$ cat src/rtl/mac_lane_array.sv
// mac_lane_array: pipelined LANES-wide multiply-accumulate with in_last group framing.
// Define MAC_SATURATE_EN for a saturating accumulator; otherwise the accumulator wraps.
module mac_lane_array #(
  parameter int DW     = 4,
  parameter int LANES  = 4,
  parameter int AW     = 12,
  parameter int SIGNED = 0
) (
  input  logic                  clk,
  input  logic                  rst_n,
  input  logic                  in_valid,
  input  logic                  in_last,
  input  logic                  clr,
  input  logic [LANES*DW-1:0]   in1_IFM,
  input  logic [LANES*DW-1:0]   in2_IFM,
  output logic                  out_valid,
  output logic [AW-1:0]         Out_OFM,
  output logic                  ovf
);

  localparam int PW = 2 * DW;
  localparam int SW = 2 * DW + $clog2(LANES);
  localparam int XW = AW + 2;

  function automatic logic [PW-1:0] mul_lane(input logic [DW-1:0] a, input logic [DW-1:0] b);
    logic [PW-1:0] ax;
    logic [PW-1:0] bx;
    ax = {{DW{(SIGNED != 0) & a[DW-1]}}, a};
    bx = {{DW{(SIGNED != 0) & b[DW-1]}}, b};
    return ax * bx;
  endfunction

  function automatic logic [SW-1:0] ext_prod(input logic [PW-1:0] p);
    logic [SW-1:0] r;
    r = ((SIGNED != 0) && p[PW-1]) ? {SW{1'b1}} : {SW{1'b0}};
    r[PW-1:0] = p;
    return r;
  endfunction

  function automatic logic [XW-1:0] ext_sum(input logic [SW-1:0] s);
    logic [XW-1:0] r;
    r = ((SIGNED != 0) && s[SW-1]) ? {XW{1'b1}} : {XW{1'b0}};
    r[SW-1:0] = s;
    return r;
  endfunction

  function automatic logic [XW-1:0] ext_acc(input logic [AW-1:0] v);
    logic [XW-1:0] r;
    r = ((SIGNED != 0) && v[AW-1]) ? {XW{1'b1}} : {XW{1'b0}};
    r[AW-1:0] = v;
    return r;
  endfunction

`ifdef MAC_SATURATE_EN
  localparam logic [AW-1:0] ACC_MAX = (SIGNED != 0) ? {1'b0, {(AW-1){1'b1}}} : {AW{1'b1}};
  localparam logic [AW-1:0] ACC_MIN = (SIGNED != 0) ? {1'b1, {(AW-1){1'b0}}} : {AW{1'b0}};
`endif

  logic                  first_r;
  logic                  p1_valid_r, p1_last_r, p1_first_r;
  logic [LANES*PW-1:0]   p1_prod_r;
  logic                  p2_valid_r, p2_last_r, p2_first_r;
  logic [SW-1:0]         p2_sum_r;
  logic [AW-1:0]         acc_r;
  logic                  ovf_acc_r;

  logic [LANES*PW-1:0]   prod_s;
  logic [SW-1:0]         sum_s;
  logic [XW-1:0]         base_s, wide_s;
  logic                  base_ovf_s, step_ovf_s, ovf_next_s;
  logic [AW-1:0]         acc_next_s;

  // Per-lane products of the incoming beat.
  always_comb begin
    prod_s = {(LANES*PW){1'b0}};
    for (int i = 0; i < LANES; i++) begin
      prod_s[i*PW +: PW] = mul_lane(in1_IFM[i*DW +: DW], in2_IFM[i*DW +: DW]);
    end
  end

  // Reduction of the registered products; the true sum always fits SW bits.
  always_comb begin
    sum_s = {SW{1'b0}};
    for (int i = 0; i < LANES; i++) begin
      sum_s = sum_s + ext_prod(p1_prod_r[i*PW +: PW]);
    end
  end

  // Next accumulator value, computed two bits wider than AW so range escapes are visible.
  always_comb begin
    if (p2_first_r) begin
      base_s     = {XW{1'b0}};
      base_ovf_s = 1'b0;
    end else begin
      base_s     = ext_acc(acc_r);
      base_ovf_s = ovf_acc_r;
    end
    wide_s = base_s + ext_sum(p2_sum_r);
    if (SIGNED != 0) begin
      step_ovf_s = !((&wide_s[XW-1:AW-1]) || !(|wide_s[XW-1:AW-1]));
    end else begin
      step_ovf_s = |wide_s[XW-1:AW];
    end
    ovf_next_s = base_ovf_s | step_ovf_s;
`ifdef MAC_SATURATE_EN
    if (base_ovf_s) begin
      acc_next_s = acc_r;
    end else if (step_ovf_s) begin
      acc_next_s = wide_s[XW-1] ? ACC_MIN : ACC_MAX;
    end else begin
      acc_next_s = wide_s[AW-1:0];
    end
`else
    acc_next_s = wide_s[AW-1:0];
`endif
  end

  // P1 capture and first-beat tracking; a beat alongside clr opens a new group.
  always_ff @(posedge clk or negedge rst_n) begin
    if (!rst_n) begin
      first_r    <= 1'b1;
      p1_valid_r <= 1'b0;
      p1_last_r  <= 1'b0;
      p1_first_r <= 1'b0;
      p1_prod_r  <= {(LANES*PW){1'b0}};
    end else begin
      p1_valid_r <= in_valid;
      if (in_valid) begin
        p1_last_r  <= in_last;
        p1_first_r <= first_r | clr;
        p1_prod_r  <= prod_s;
        first_r    <= in_last;
      end else if (clr) begin
        first_r <= 1'b1;
      end
    end
  end

  // P2 registered tree sum.
  always_ff @(posedge clk or negedge rst_n) begin
    if (!rst_n) begin
      p2_valid_r <= 1'b0;
      p2_last_r  <= 1'b0;
      p2_first_r <= 1'b0;
      p2_sum_r   <= {SW{1'b0}};
    end else begin
      p2_valid_r <= p1_valid_r & ~clr;
      if (p1_valid_r) begin
        p2_last_r  <= p1_last_r;
        p2_first_r <= p1_first_r;
        p2_sum_r   <= sum_s;
      end
    end
  end

  // P3 accumulator and result register; a result already in P3 survives clr.
  always_ff @(posedge clk or negedge rst_n) begin
    if (!rst_n) begin
      acc_r     <= {AW{1'b0}};
      ovf_acc_r <= 1'b0;
      out_valid <= 1'b0;
      Out_OFM   <= {AW{1'b0}};
      ovf       <= 1'b0;
    end else begin
      if (clr) begin
        acc_r     <= {AW{1'b0}};
        ovf_acc_r <= 1'b0;
      end else if (p2_valid_r) begin
        acc_r     <= acc_next_s;
        ovf_acc_r <= ovf_next_s;
      end
      out_valid <= p2_valid_r & p2_last_r;
      if (p2_valid_r && p2_last_r) begin
        Out_OFM <= acc_next_s;
        ovf     <= ovf_next_s;
      end
    end
  end

endmodule

$ cat config.mk
export PLATFORM = sky130hd
export DESIGN_NAME = mac_lane_array
export DESIGN_NICKNAME = d
export VERILOG_FILES = /design/src/rtl/mac_lane_array.sv
export SDC_FILE = /design/constraint.sdc
export NUM_CORES = 1
export LEC_CHECK = 0
export CAP_MARGIN = 20
export CORE_AREA = 2 2 85 128
export CTS_CLUSTER_DIAMETER = 60
export DETAILED_ROUTE_END_ITERATION = 12
export DIE_AREA = 0 0 87 130
export GPL_TIMING_DRIVEN = 0
export PLACE_DENSITY_LB_ADDON = 0.25
export SKIP_CTS_REPAIR_TIMING = 1
export SYNTH_ARGS = -nofsm -noshare
export SYNTH_HDL_FRONTEND = slang
export SYNTH_SLANG_ARGS = --single-unit
$ cat constraint.sdc
create_clock -name clk -period 4.3 [get_ports clk]
set_clock_uncertainty 0.15 [all_clocks]
set_input_delay 0.645 -clock clk [delete_from_list [all_inputs] [get_ports clk]]
set_output_delay 0.645 -clock clk [all_outputs]
set_load 0.01 [all_outputs]
==> results.ini <==
[yosys]
synth_top_area_cell = dfrtp_1
syn_inst = 611
synth_edf_count = 0
synth_top_area_frac = 0.319
syn_area_mm2 = 0.00589
ys_ff_latch = 76
ys_top_cells_by_area = dfrtp_1 (32%), ha_1 (14%), fa_1 (11%)
synthFlopType = dfrtp_1
syn_avg_cell_area_um2 = 9.64
ys_seq_area_frac = 0.323
synth_top_family_by_area = adder cells
synth_fa_ha_area_frac = 0.255
synth-xor-area-share = 0.0297
yosys.area_share.simple = 0.186
synthMuxAreaShare = 0.0351
synth-warning-count = 0
async_flop_share = 1.00
synth_nets = 748
synth_compound_area_frac = 0.120
synth_cell_types = 55

[job]
drv_cap = 0

[clock_tree]
root_buffer = clkbuf_16
numCtsBuffers = 9
clock-sinks = 76
cts_tree = yes
clk_latency_ns = 0.34
clk_pin_slew_ns = 0.06
cts_max_level = 3
clockBufferDepth = 2

[sta]
fin_crit_ns = 3.75
setup_viol = 0
relSlewSlack = 0.548
worst_pin_slew_ns = 0.679
hold_viol_final = 0
fin_ws_ns = 0.547
slew_viol_final = 0
rsz0062_at_grt = false
max_freq_mhz = 266
period_share = 0.873
fin_setup_tns_ns = 0

[global_routing]
grt-ovfl-total = 0
grt_pass1_vias = 4927
grt_usage = 0.255
grt_start_max_net_pins = 51
grt_pass1_wl_um = 22500
antenna_found_initial = 0

[outcome]
outcome = finished clean

[power_and_ir_drop]
power_mw = 3.53
swShare = 0.357
p_sw_mw = 1.26
combPwrFrac = 0.457
p_per_area_mw_per_mm2 = 509
leakage_nw = 3.41
clkPwrFrac = 0.264
peakVddDrop_mv = 0.257
p_seq_frac = 0.279
power.internal_mw = 2.27

[routing]
vias = 4576
drc = 0
vias_per_cell = 5.73
dr.pass1.iters = 5
ant_nets = 0
drtIter0Drc = 187
wl_um = 12900
avgRoutedWirePerCell_um = 16.2

[placement]
place_inst = 782
io_buffers = 50
gp_congestion = 0.885
place_ws_ns = 0.184
dpl.hpwl_um = 10400

[critical_path]
cp_max_fo = 4
critPathSlowestCell = fa_1
critPathTopFamily = adder cells
cp.required_ns = 4.36
end_kind = flop
critical_path_class = primary input to flop
slowest_delay_ns = 0.54
cp_data_arrival_time_ns = 3.81
crit_path_start_kind = primary input
crit_buf_inv = 2
critical_path.cell_chain = clkdlybuf4s50_1 -> nand2_1 -> fa_1 -> inv_1 -> fa_1 -> ha_1 -> a21o_1 -> a21o_1 -> a21oi_1 -> nor4bb_1 -> or4_1

[floorplanning]
dieArea_mm2 = 0.0113
row_count = 46
core_mm2 = 0.0103
start_util = 0.572
dieHeight_um = 130
ioPinCount = 51
die_w_um = 87

[worst_hold_path]
hp-class = primary input to asynchronous set/reset pin

[final_layout]
n_antenna_cell = 0
finalNonFillerCells = 798
fin_util = 0.673
nets = 810
area_growth_syn_to_layout_pct = 17.7
drive_gt1_frac = 0.0546
fillers = 799

## layer usage
metal / wire length, um / global-route usage / vias to the layer above / share of wire
li1: - / - / 2210 / -
met1: 4710 / 0.256 / 2248 / 0.36
met2: 7390 / 0.493 / 86 / 0.57
met3: 278 / 0.0436 / 32 / 0.022
met4: 549 / 0.128 / 0 / 0.042
met5: 0 / 0 / - / 0
## logic make-up after synthesis
group / count (synthesis)
adder cells (fa/ha/maj): 100
AND/OR/NAND/NOR: 206
flip-flops: 76
XOR/XNOR: 20
multiplexers: 19
AO/OA/AOI/OAI: 110
buffers and inverters: 80
## worst register-to-register path, cell delays in order (launching register included)
cell and delay, ns:
dfrtp_1 0.41, fa_1 0.57, fa_1 0.42, ha_1 0.24, fa_1 0.41, a21o_1 0.20
a21oi_1 0.27, o21ai_0 0.11, and3b_1 0.19, o41a_1 0.31
## power groups by stage
stage,Combinational (mW),Sequential (mW),Clock [mW]
5_1_grt,1.83,1.00,0.972
3_3_place_gp,1.52,0.990,0
2_1_floorplan,1.13,0.996,0
6_report,1.61,0.983,0.930
3_5_place_dp,1.60,0.996,0
4_1_cts,1.62,0.984,0.941
## area by class of cell
type / instances / area, um2 / share of cell area
plain buffers: 20 / 76.3 / 0.0110
inverters: 60 / 225 / 0.0325
clock inverters: 6 / 136 / 0.0197
repair buffers: 51 / 526 / 0.0758
well taps: 120 / 150 / 0.0217
flip-flops and latches: 76 / 1900 / 0.275
multi-input cells: 455 / 3680 / 0.532
clock buffers: 10 / 229 / 0.0330
## sequential cells by signal, indices dropped and copies added, names as in the netlist
register    cells
p1_last_r       1
p2_first_r      1
p2_last_r       1
ovf_acc_r       1
p1_valid_r      1
Out_OFM        12
p2_sum_r       10
acc_r          12
out_valid       1
p1_prod_r      32
first_r         1
ovf             1
p2_valid_r      1
p1_first_r      1
## Yosys cell counts, types with 2 or more instances
master,number
a21oi_1,26
nor4b_1,3
nor3b_1,3
nor2_1,27
and2_1,48
nor2b_1,13
mux2_2,13
nor3_1,5
o21ai_0,31
and4b_1,3
xor2_1,7
or4_1,3
and4_1,4
buf_1,3
fa_1,33
xnor2_1,13
nand2_1,63
o21a_1,5
a21o_1,14
a211oi_1,4
nand3b_1,4
a31oi_1,4
inv_1,57
nand4_1,2
dfrtp_1,75
o21bai_1,2
or3_1,5
o211ai_1,5
nand3_1,15
nor4_1,3
mux2i_1,6
a311o_1,3
clkbuf_1,16
ha_1,67
o31ai_1,4
clkinv_1,3
## layout by cell type, fill, tap and decap left out, types with 5 or more instances in the layout
cell             netlist  layout
nor3_1                 5       5
dfrtp_1               75      75
and2_1                48      48
clkbuf_1              16      17
a21o_1                14      14
nor2b_1               13      13
clkdlybuf4s50_1        0      49
ha_1                  67      67
mux2i_1                6       6
fa_1                  33      33
nor2_1                27      27
mux2_2                13      13
xnor2_1               13      13
clkbuf_16              0       9
or3_1                  5       5
a21oi_1               26      26
o21ai_0               31      31
nand3_1               15      15
o211ai_1               5       5
nand2_1               63      63
inv_1                 57      57
xor2_1                 7       7
o21a_1                 5       5
## worst paths after layout
check,from,end,slack (ns),depth (start not counted)
setup / recovery,in1_IFM[0],p1_prod_r[7],0.55,11
hold / removal,rst_n,Out_OFM[3],0.07,1
max in group asynchronous,rst_n,p1_prod_r[31],3.36,2
setup reg to reg,p1_prod_r[1],p2_sum_r[9],0.89,9
min in group clk,Out_OFM[3],Out_OFM[3],0.32,2
hold reg to reg,Out_OFM[3],Out_OFM[3],0.32,2
## per-stage QoR
| stage | hold WS (ns) | area, um2 |
|---|---|---|
| floorplan | 0.199 | 5890 |
| global placement | 0.307 | 6540 |
| detailed placement | 0.312 | 6560 |
| CTS | 0.0729 | 6930 |
| global route | 0.0871 | 6930 |
| finish | 0.0687 | 6930 |
(Power assumes the default switching activity.)
